[src/rtl/hcount_source.sv]
// Traffic generator driving one 4-phase req/ack channel with an incrementing data sequence.
// The raw ack is debounced before the FSM sees it.
`ifndef NS_ADDRESS_SIZE
`define NS_ADDRESS_SIZE 8
`endif
`ifndef NS_DATA_SIZE
`define NS_DATA_SIZE 8
`endif
`ifndef NS_REDUN_SIZE
`define NS_REDUN_SIZE 4
`endif
`ifndef NS_REQ_CKS
`define NS_REQ_CKS 2
`endif

// state | meaning
// INIT  | first cycle after reset, raises rdy
// LOAD  | data ready, waiting for debounced ack low before raising req
// REQ   | req high, waiting for debounced ack high
// REL   | req low, waiting for debounced ack low; completes the handshake
// DONE  | NUM_MSGS handshakes completed, outputs frozen until reset
module hcount_source #(
   parameter int ASZ       = `NS_ADDRESS_SIZE,
   parameter int DSZ       = `NS_DATA_SIZE,
   parameter int RSZ       = `NS_REDUN_SIZE,
   parameter int MY_ADDR   = 0,
   parameter int DST_ADDR  = 1,
   parameter int START_DAT = 0,
   parameter int NUM_MSGS  = 4,
   parameter int CSZ       = 16,
   parameter int ACK_CKS   = `NS_REQ_CKS
) (
   input  logic           gch_clk,
   input  logic           gch_reset,
   output logic           gch_ready,
   output logic           snd0_req,
   input  logic           snd0_ack,
   output logic [ASZ-1:0] snd0_src,
   output logic [ASZ-1:0] snd0_dst,
   output logic [DSZ-1:0] snd0_dat,
   output logic [RSZ-1:0] snd0_red,
   output logic           o_done,
   output logic [CSZ-1:0] o_count
);

   localparam int            RW       = $clog2(ACK_CKS + 1);
   localparam logic [RW-1:0] REM_RST  = RW'(ACK_CKS);
   localparam logic [RW-1:0] REM_CHG  = RW'(ACK_CKS - 1);
   localparam logic [DSZ-1:0] DAT_INIT = DSZ'(START_DAT);
   localparam logic [CSZ-1:0] NUM_C    = CSZ'(NUM_MSGS);

   typedef enum logic [2:0] {S_INIT, S_LOAD, S_REQ, S_REL, S_DONE} state_t;

   state_t         state, state_nxt;
   logic           req_nxt, rdy, rdy_nxt, done_nxt;
   logic [DSZ-1:0] dat_nxt;
   logic [CSZ-1:0] count_nxt, count_inc;

   logic           ack_last, ack_last_nxt;
   logic [RW-1:0]  ack_rem, ack_rem_nxt;
   logic           ckd_ack, ckd_ack_nxt;
   logic           settled, settled_nxt;

   // ack_rem is a down-counter of matching samples still needed; reset needs a full ACK_CKS run
   always_comb begin
      ack_last_nxt = ack_last;
      ack_rem_nxt  = ack_rem;
      ckd_ack_nxt  = ckd_ack;
      settled_nxt  = settled;
      if (snd0_ack != ack_last) begin
         ack_last_nxt = snd0_ack;
         ack_rem_nxt  = REM_CHG;
         if (ACK_CKS == 1) begin
            ckd_ack_nxt = snd0_ack;
            settled_nxt = 1'b1;
         end
      end else if (ack_rem > RW'(1)) begin
         ack_rem_nxt = ack_rem - 1'b1;
      end else begin
         ack_rem_nxt = '0;
         ckd_ack_nxt = snd0_ack;
         settled_nxt = 1'b1;
      end
   end

   always_ff @(posedge gch_clk) begin
      if (gch_reset) begin
         ack_last <= 1'b0;
         ack_rem  <= REM_RST;
         ckd_ack  <= 1'b0;
         settled  <= 1'b0;
      end else begin
         ack_last <= ack_last_nxt;
         ack_rem  <= ack_rem_nxt;
         ckd_ack  <= ckd_ack_nxt;
         settled  <= settled_nxt;
      end
   end

   assign count_inc = o_count + 1'b1;

   always_comb begin
      state_nxt = state;
      req_nxt   = snd0_req;
      rdy_nxt   = rdy;
      done_nxt  = o_done;
      dat_nxt   = snd0_dat;
      count_nxt = o_count;
      case (state)
         S_INIT: begin
            rdy_nxt   = 1'b1;
            state_nxt = S_LOAD;
         end
         // Uses the debouncer's decision for this edge so a stuck-high ack seen since
         // reset is never mistaken for the cleared low value.
         S_LOAD: begin
            if (settled_nxt && !ckd_ack_nxt) begin
               req_nxt   = 1'b1;
               state_nxt = S_REQ;
            end
         end
         S_REQ: begin
            if (ckd_ack) begin
               req_nxt   = 1'b0;
               state_nxt = S_REL;
            end
         end
         S_REL: begin
            if (!ckd_ack) begin
               count_nxt = count_inc;
               dat_nxt   = snd0_dat + 1'b1;
               if (NUM_MSGS != 0 && count_inc == NUM_C) begin
                  done_nxt  = 1'b1;
                  state_nxt = S_DONE;
               end else begin
                  state_nxt = S_LOAD;
               end
            end
         end
         S_DONE: req_nxt = 1'b0;
         default: begin
            req_nxt   = 1'b0;
            state_nxt = S_INIT;
         end
      endcase
   end

   always_ff @(posedge gch_clk) begin
      if (gch_reset) begin
         state    <= S_INIT;
         snd0_req <= 1'b0;
         rdy      <= 1'b0;
         o_done   <= 1'b0;
         snd0_dat <= DAT_INIT;
         o_count  <= '0;
      end else begin
         state    <= state_nxt;
         snd0_req <= req_nxt;
         rdy      <= rdy_nxt;
         o_done   <= done_nxt;
         snd0_dat <= dat_nxt;
         o_count  <= count_nxt;
      end
   end

   assign gch_ready = rdy && settled;
   assign snd0_src  = ASZ'(MY_ADDR);
   assign snd0_dst  = ASZ'(DST_ADDR);
   assign snd0_red  = RSZ'(MY_ADDR) + RSZ'(DST_ADDR) + RSZ'(snd0_dat);

endmodule

[config.mk]
export PLATFORM = sky130hd
export DESIGN_NAME = hcount_source
export DESIGN_NICKNAME = d
export VERILOG_FILES = /design/src/rtl/hcount_source.sv
export SDC_FILE = /design/constraint.sdc
export NUM_CORES = 1
export LEC_CHECK = 0
export CAP_MARGIN = 20
export CORE_AREA = 2 2 72 74
export CTS_BUF_LIST = sky130_fd_sc_hd__clkbuf_16
export DETAILED_ROUTE_END_ITERATION = 8
export DIE_AREA = 0 0 74 76
export GPL_ROUTABILITY_DRIVEN = 0
export PLACE_DENSITY_LB_ADDON = 0.08
export SETUP_SLACK_MARGIN = 0.02
export SYNTH_ARGS = -nofsm -noshare
export SYNTH_HDL_FRONTEND = slang
export SYNTH_SLANG_ARGS = --single-unit
[constraint.sdc]
create_clock -name gch_clk -period 3.68 [get_ports gch_clk]
set_clock_uncertainty 0.2 [all_clocks]
set_input_delay 0.736 -clock gch_clk [delete_from_list [all_inputs] [get_ports gch_clk]]
set_output_delay 0.736 -clock gch_clk [all_outputs]
set_load 0.005 [all_outputs]
==> results of run 1 <==
## how the worst max path moves through the flow
stage                                     to  slack (ns)  cells after the start
floorplan              state[0]$_SDFFE_PP0P_        1.83                      6
global placement     o_count[9]$_SDFFE_PP0P_        1.36                      3
detailed placement  snd0_dat[4]$_SDFFE_PP0P_        1.35                      3
CTS                              snd0_red[3]        1.08                      3
global route                     snd0_red[3]        0.96                      3
finish                           snd0_red[3]        1.08                      3
## per-stage QoR
stage	setup WS (ns)	util [%]	area [sq um]
floorplan	1.83	-	1900
global placement	1.36	44.2	2170
detailed placement	1.35	44.2	2170
CTS	1.08	47.0	2310
global route	0.962	47.0	2310
finish	1.08	47.0	2310
## flip-flops by register name, indices dropped and copies added (netlist names)
register,count
settled,1
state,3
ack_rem,2
o_done,1
ack_last,1
rdy,1
ckd_ack,1
snd0_dat,8
o_count,16
snd0_req,1
## where the power goes
group          switching (mW)  internal (mW)
Combinational          0.0237         0.0197
Sequential            0.00994          0.388
Clock                   0.150          0.243
## tightest hold or removal path: cells and delay by family, from the launching register on
kind          cells  cell delay (ns)
simple gates      2             0.11
flops             1             0.32
## routing by layer
metal  wire [um]  vias to the layer above
met5           0                        -
met4          46                        0
met3         166                        5
met2        1660                       40
met1        1920                      690
li1            -                      773
## final cells by class
type / instances / area, sq um
multi-input cells: 167 / 1020
clock inverters: 3 / 11.3
clock buffers: 5 / 125
fillers: 498 / 2600
inverters: 8 / 30.0
well taps: 70 / 87.6
repair buffers: 34 / 338
flip-flops and latches: 35 / 701
## synth_stat cells
| cell | number |
|---|---|
| sky130_fd_sc_hd__and3_1 | 3 |
| sky130_fd_sc_hd__and2_1 | 1 |
| sky130_fd_sc_hd__inv_1 | 8 |
| sky130_fd_sc_hd__buf_4 | 17 |
| sky130_fd_sc_hd__nor4_1 | 4 |
| sky130_fd_sc_hd__o21a_1 | 1 |
| sky130_fd_sc_hd__nand3_1 | 5 |
| sky130_fd_sc_hd__clkbuf_1 | 5 |
| sky130_fd_sc_hd__nand4_1 | 11 |
| sky130_fd_sc_hd__nand4_2 | 1 |
| sky130_fd_sc_hd__xor2_1 | 10 |
| sky130_fd_sc_hd__o2111ai_1 | 1 |
| sky130_fd_sc_hd__nor2_1 | 31 |
| sky130_fd_sc_hd__nor3_1 | 6 |
| sky130_fd_sc_hd__and4bb_2 | 1 |
| sky130_fd_sc_hd__buf_6 | 1 |
| sky130_fd_sc_hd__a21boi_0 | 2 |
| sky130_fd_sc_hd__nand2b_1 | 3 |
| sky130_fd_sc_hd__o311a_1 | 1 |
| sky130_fd_sc_hd__a31o_2 | 1 |
| sky130_fd_sc_hd__or3_4 | 1 |
| sky130_fd_sc_hd__o211ai_2 | 1 |
| sky130_fd_sc_hd__nor4_4 | 1 |
| sky130_fd_sc_hd__nand2_1 | 18 |
| sky130_fd_sc_hd__a21oi_1 | 8 |
| sky130_fd_sc_hd__xnor2_1 | 18 |
| sky130_fd_sc_hd__nand4bb_4 | 1 |
| sky130_fd_sc_hd__nor2b_1 | 3 |
| sky130_fd_sc_hd__dfxtp_1 | 35 |
| sky130_fd_sc_hd__conb_1 | 2 |
| sky130_fd_sc_hd__o21ai_0 | 7 |
| sky130_fd_sc_hd__ha_1 | 2 |
| sky130_fd_sc_hd__o22ai_1 | 2 |
| sky130_fd_sc_hd__mux2i_1 | 2 |
| sky130_fd_sc_hd__or3_1 | 1 |
| sky130_fd_sc_hd__or2_2 | 3 |
| sky130_fd_sc_hd__nor3_2 | 1 |
## cell families after synthesis
kind of cell               synth area share [%]
and+or+nand+nor                            27.8
DFF                                        37.8
buffers and inverters                      10.1
xor gates and xnor gates                   13.2
AOI/OAI and AO/OA                          8.11
adders and majority gates                  1.35
other                                     0.406
muxes                                      1.08
==> impl_metrics.sql, run 1 <==
INSERT INTO impl_metrics (metric_group, metric, value, unit) VALUES
('yosys', 'part_of_the_yosys_area_used_for_sequential_elements', '37.8', '%'),
('setup_path', 'worst-path-buf-inv', '1', ''),
('clock_network', 'clock_tree_from_tritoncts', 'done', ''),
('route', 'routed_wire_length_per_instance', '11.8', 'um'),
('clock_network', 'resized_after_cts', '0', ''),
('setup_path', 'slowest_delay', '0.53', 'ns'),
('final_layout', 'layout.cells.non_filler', '322', ''),
('place', 'dp_cells', '314', ''),
('pwr', 'power.ir.vdd_worst', '0.191', 'mV'),
('yosys', 'netlist-cell-type-count', '37', ''),
('hold_path', 'hold_path_startpoint', 'rdy$_SDFFE_PP0N_', ''),
('floorplanning', 'initial_core_util', '37.7', '%'),
('setup_path', 'worstSetupStartpointType', 'flip-flop', ''),
('clock_network', 'insertion_delay_to_the_later_sink_of_the_worst_skew_pair', '0.27', 'ns'),
('route', 'remaining_design_rule_violation_count', '0', ''),
('setup_path', 'critical_path.endpoint_type', 'primary output', ''),
('global_routing', 'grt_use_met3', '2.78', '%'),
('yosys', 'syn-instance-count', '219', ''),
('yosys', 'synth.top_cells.by_area', 'sky130_fd_sc_hd__dfxtp_1 38%, sky130_fd_sc_hd__xnor2_1 8.5%, sky130_fd_sc_hd__buf_4 6.9%', ''),
('yosys', 'yosys_register_bits', '35', ''),
('clock_network', 'master_cell_of_the_clock_root_buffer', 'sky130_fd_sc_hd__clkbuf_16', ''),
('setup_path', 'critPathLaunch', 'snd0_dat[2]$_SDFFE_PP0P_', ''),
('setup_path', 'reg2reg_from', 'o_count[8]$_SDFFE_PP0P_', ''),
('sta', 'slew_headroom', '62.9', '%'),
('setup_path', 'cp.required', '2.74', 'ns'),
('sta', 'max_slew.worst_pin.slew', '0.555', 'ns'),
('clock_network', 'htreeDepth', '2', ''),
('setup_path', 'reg2reg_setup_slack', '1.55', 'ns'),
('final_layout', 'final_common_cell', 'sky130_fd_sc_hd__dfxtp_1', ''),
('global_routing', 'overflow', '0', ''),
('yosys', 'yosys.area.top_type_share', '37.8', '%'),
('global_routing', 'grt_pass1_vias', '1336', ''),
('route', 'initialDrtViolationCount', '89', ''),
('yosys', 'synth_largest_area_cell', 'sky130_fd_sc_hd__dfxtp_1', ''),
('yosys', 'ys.warnings.count', '0', ''),
('clock_network', 'cts_num_sinks', '35', ''),
('global_routing', 'use_met1', '21.4', '%'),
('job', 'drv.max_cap_violation_count', '0', ''),
('sta', 'final_period_minus_worst_setup_slack', '2.60', 'ns'),
('floorplanning', 'dieWidth', '74', 'um'),
('final_layout', 'antenna_cells', '0', ''),
('hold_path', 'hold_end', 'rdy$_SDFFE_PP0N_', ''),
('setup_path', 'timing.rr.end', 'state[0]$_SDFFE_PP0P_', ''),
('floorplanning', 'core_area', '4910', 'sq um'),
('final_layout', 'drive_above_1_share', '6.75', '%'),
('outcome', 'result_of_the_run', 'finished clean', ''),
('route', 'route.antenna.remaining_nets', '0', ''),
('clock_network', 'cts_hold_repair.buffers', '0', ''),
('hold_path', 'hold_path.class', 'reg -> reg', ''),
('clock_network', 'cts.repair_timing.setup_buffer_count', '0', ''),
('sta', 'slew_violations', '0', ''),
('floorplanning', 'boundaryPins', '50', ''),
('floorplanning', 'floorplan.die_area', '5620', 'sq um'),
('global_routing', 'global_route_wire_length_before_repair', '6430', 'um'),
('global_routing', 'grtUsageTotal', '14.4', '%'),
('setup_path', 'timing.critical_path.slowest_stage_cell', 'sky130_fd_sc_hd__clkdlybuf4s50_1', ''),
('yosys', 'syn-mean-instance-area', '8.46', 'sq um'),
('clock_network', 'numCtsBuffers', '5', ''),
('pwr', 'power_leakage', '0.803', 'nW'),
('global_routing', 'maximum_number_of_pins_on_one_net_before_global_route_repair', '20', ''),
('sta', 'achievable-frequency', '385', 'MHz'),
('global_routing', 'most_congested_layer_reported_by_global_routing', 'met1', ''),
('floorplanning', 'die_height', '76', 'um'),
('floorplanning', 'fp-row-count', '26', ''),
('sta', 'grt_setup_unrepaired', 'false', ''),
('sta', 'finalHoldViolations', '0', ''),
('setup_path', 'timing.critical_path.fanout_max', '6', ''),
('sta', 'finalSetupViolCount', '0', ''),
('route', 'dr_total_vias', '1508', ''),
('clock_network', 'clkSlewWorstSetupHoldPaths', '0.05', 'ns'),
('route', 'firstDrtPassIters', '4', '');
Note: power is estimated with default switching activity, not from simulation.
==> run 2: changes to the inputs <==
==> constraint.sdc (replaced) <==
create_clock -name gch_clk -period 2.3 [get_ports gch_clk]
set_clock_uncertainty 0.2 [all_clocks]
set_input_delay 0.46 -clock gch_clk [delete_from_list [all_inputs] [get_ports gch_clk]]
set_output_delay 0.46 -clock gch_clk [all_outputs]
set_load 0.005 [all_outputs]
==> run 2 against run 1 <==
Against the previous run:
- worst hold slack lost 0.0054 ns
- wire length grew 0.66%
- sequential share of layout area shrank 1.1 points
- combinational power grew 70%
- global-route usage grew 0.23 points
- count of clock-buffer cells in the layout is the same
- via count shrank 0.60%
- first-iteration DRC count shrank 18%
- register-to-register slack lost 1.3 ns
- setup slack lost 0.99 ns
- sequential power grew 60%
- flip-flop and latch count is the same
- critical endpoint is now snd0_red[2]
- largest cell class unchanged
==> impl_metrics.sql, run 2 (same netlist as run 1, synthesis figures left out) <==
INSERT INTO impl_metrics (metric_group, metric, value, unit) VALUES
('sta', 'finalHoldViolations', '0', ''),
('final_layout', 'largest_register_ffs', '16', ''),
('setup_path', 'setup.worst_path.class', 'reg -> out', ''),
('global_routing', 'most_congested_layer_reported_by_global_routing', 'met1', ''),
('outcome', 'result_of_the_run', 'finished clean', ''),
('global_routing', 'use_met1', '21.4', '%'),
('final_layout', 'largestRegisters', 'o_count x16, snd0_dat x8, state x3', ''),
('sta', 'finalHoldWorstSlack', '0.261', 'ns'),
('final_layout', 'area_delta_synth_final', '29.9', '%'),
('job', 'drv.max_cap_violation_count', '0', ''),
('route', 'dr_total_vias', '1499', ''),
('global_routing', 'antenna_found_initial', '0', ''),
('setup_path', 'worstSetupStartpointType', 'flip-flop', ''),
('route', 'initialDrtViolationCount', '73', ''),
('global_routing', 'overflow', '0', ''),
('clock_network', 'insertion_delay_to_the_later_sink_of_the_worst_skew_pair', '0.28', 'ns'),
('global_routing', 'grt_pass1_vias', '1397', ''),
('sta', 'achievable-frequency', '453', 'MHz'),
('clock_network', 'resized_after_cts', '0', ''),
('place', 'numPortBuffers', '33', ''),
('pwr', 'power.density_cell_area', '609', 'nW/um^2'),
('final_layout', 'drive_above_1_share', '11.9', '%'),
('sta', 'part_of_the_cycle_the_worst_path_needs', '96.0', '%'),
('sta', 'final_period_minus_worst_setup_slack', '2.21', 'ns'),
('global_routing', 'maximum_number_of_pins_on_one_net_before_global_route_repair', '20', ''),
('clock_network', 'cts-root-to-sink-buffers', '2', ''),
('route', 'routed_wire_length_per_instance', '11.6', 'um'),
('floorplanning', 'die_height', '76', 'um'),
('final_layout', 'fillers', '487', ''),
('setup_path', 'cp.required', '1.64', 'ns'),
('final_layout', 'final_cell_mix', '33 x sky130_fd_sc_hd__dfxtp_1, 33 x sky130_fd_sc_hd__clkdlybuf4s50_1, 31 x sky130_fd_sc_hd__nor2_1', ''),
('sta', 'finalSetupViolCount', '0', ''),
('floorplanning', 'boundaryPins', '50', ''),
('clock_network', 'cts_hold_repair.buffers', '0', ''),
('hold_path', 'hold_path.class', 'reg -> reg', ''),
('floorplanning', 'core_area', '4910', 'sq um'),
('floorplanning', 'fp-row-count', '26', ''),
('pwr', 'power_leakage', '0.853', 'nW'),
('clock_network', 'clkSlewWorstSetupHoldPaths', '0.06', 'ns'),
('route', 'firstDrtPassIters', '4', ''),
('global_routing', 'grtUsageTotal', '14.7', '%'),
('global_routing', 'use_met2', '20.3', '%'),
('global_routing', 'grt_use_met3', '4.10', '%'),
('setup_path', 'critical_path.endpoint_type', 'primary output', ''),
('final_layout', 'final_net_count', '264', ''),
('sta', 'grt_setup_unrepaired', 'false', ''),
('floorplanning', 'initial_core_util', '37.7', '%'),
('setup_path', 'timing.critical_path.fanout_max', '5', ''),
('pwr', 'power.ir.vdd_worst', '0.314', 'mV'),
('clock_network', 'master_cell_of_the_clock_root_buffer', 'sky130_fd_sc_hd__clkbuf_16', ''),
('route', 'remaining_design_rule_violation_count', '0', ''),
('clock_network', 'cts_num_sinks', '35', ''),
('setup_path', 'critPathArrivalTime', '1.55', 'ns'),
('final_layout', 'antenna_cells', '0', ''),
('clock_network', 'cts.repair_timing.setup_buffer_count', '0', ''),
('global_routing', 'global_route_wire_length_before_repair', '6550', 'um'),
('sta', 'slew_violations', '0', ''),
('route', 'route.antenna.remaining_nets', '0', ''),
('floorplanning', 'dieWidth', '74', 'um'),
('sta', 'setup_tns', '0', 'ns'),
('clock_network', 'numCtsBuffers', '5', ''),
('route', 'routed_via_density', '4.54', ''),
('place', 'dp_hpwl', '2690', 'um'),
('floorplanning', 'floorplan.die_area', '5620', 'sq um'),
('final_layout', 'max_flop_register', 'o_count', ''),
('route', 'postRouteWirelength', '3820', 'um'),
('clock_network', 'clock_tree_from_tritoncts', 'done', ''),
('clock_network', 'htreeDepth', '2', '');
[run 2: final cells by class]
| type | count | area [sq um] | area share (%) |
|---|---|---|---|
| multi-input cells | 167 | 1020 | 42.5 |
| repair buffers | 42 | 398 | 16.5 |
| well taps | 70 | 87.6 | 3.64 |
| clock buffers | 5 | 125 | 5.20 |
| flip-flops and latches | 35 | 703 | 29.2 |
| clock inverters | 3 | 38.8 | 1.61 |
| inverters | 8 | 30.0 | 1.25 |
[run 2: worst paths after layout]
path / startpoint / endpoint / slack, ns / cells past startpoint
setup / recovery: snd0_dat[0]$_SDFFE_PP0P_ / snd0_red[2] / 0.09 / 3
hold / removal: rdy$_SDFFE_PP0N_ / rdy$_SDFFE_PP0N_ / 0.26 / 2
setup reg to reg: o_count[0]$_SDFFE_PP0P_ / state[0]$_SDFFE_PP0P_ / 0.27 / 6
hold reg to reg: rdy$_SDFFE_PP0N_ / rdy$_SDFFE_PP0N_ / 0.26 / 2
[run 2: metal layers]
layer,wire (um),part of all wire (%)
met5,0,0
met4,68,1.8
met3,167,4.4
met2,1580,41
met1,2000,52
[run 2: critical path, cell delays in order (launching register included)]
cell                              delay, ns
sky130_fd_sc_hd__dfxtp_2               0.37
sky130_fd_sc_hd__ha_2                  0.22
sky130_fd_sc_hd__xor2_1                0.16
sky130_fd_sc_hd__clkdlybuf4s50_1       0.52
[run 2: through the flow]
| step | worst slack (ns) | total power [mW] | instance area (sq um) | util (%) | cells |
|---|---|---|---|---|---|
| 2_1_floorplan | 0.452 | 0.715 | 1900 | - | 233 |
| 3_3_place_gp | 0.339 | 0.722 | 2230 | 45.4 | 322 |
| 3_5_place_dp | 0.276 | 0.722 | 2230 | 45.4 | 322 |
| 4_1_cts | 0.0215 | 1.49 | 2400 | 48.8 | 330 |
| 5_1_grt | 0.0257 | 1.52 | 2410 | 49.0 | 330 |
| 6_report | 0.0920 | 1.47 | 2410 | 49.0 | 330 |
[run 2: report_power, final]
| group | switching (mW) | internal, mW |
|---|---|---|
| clock | 0.251 | 0.505 |
| combinational | 0.0399 | 0.0337 |
| sequential | 0.0147 | 0.621 |
| total | 0.306 | 1.16 |
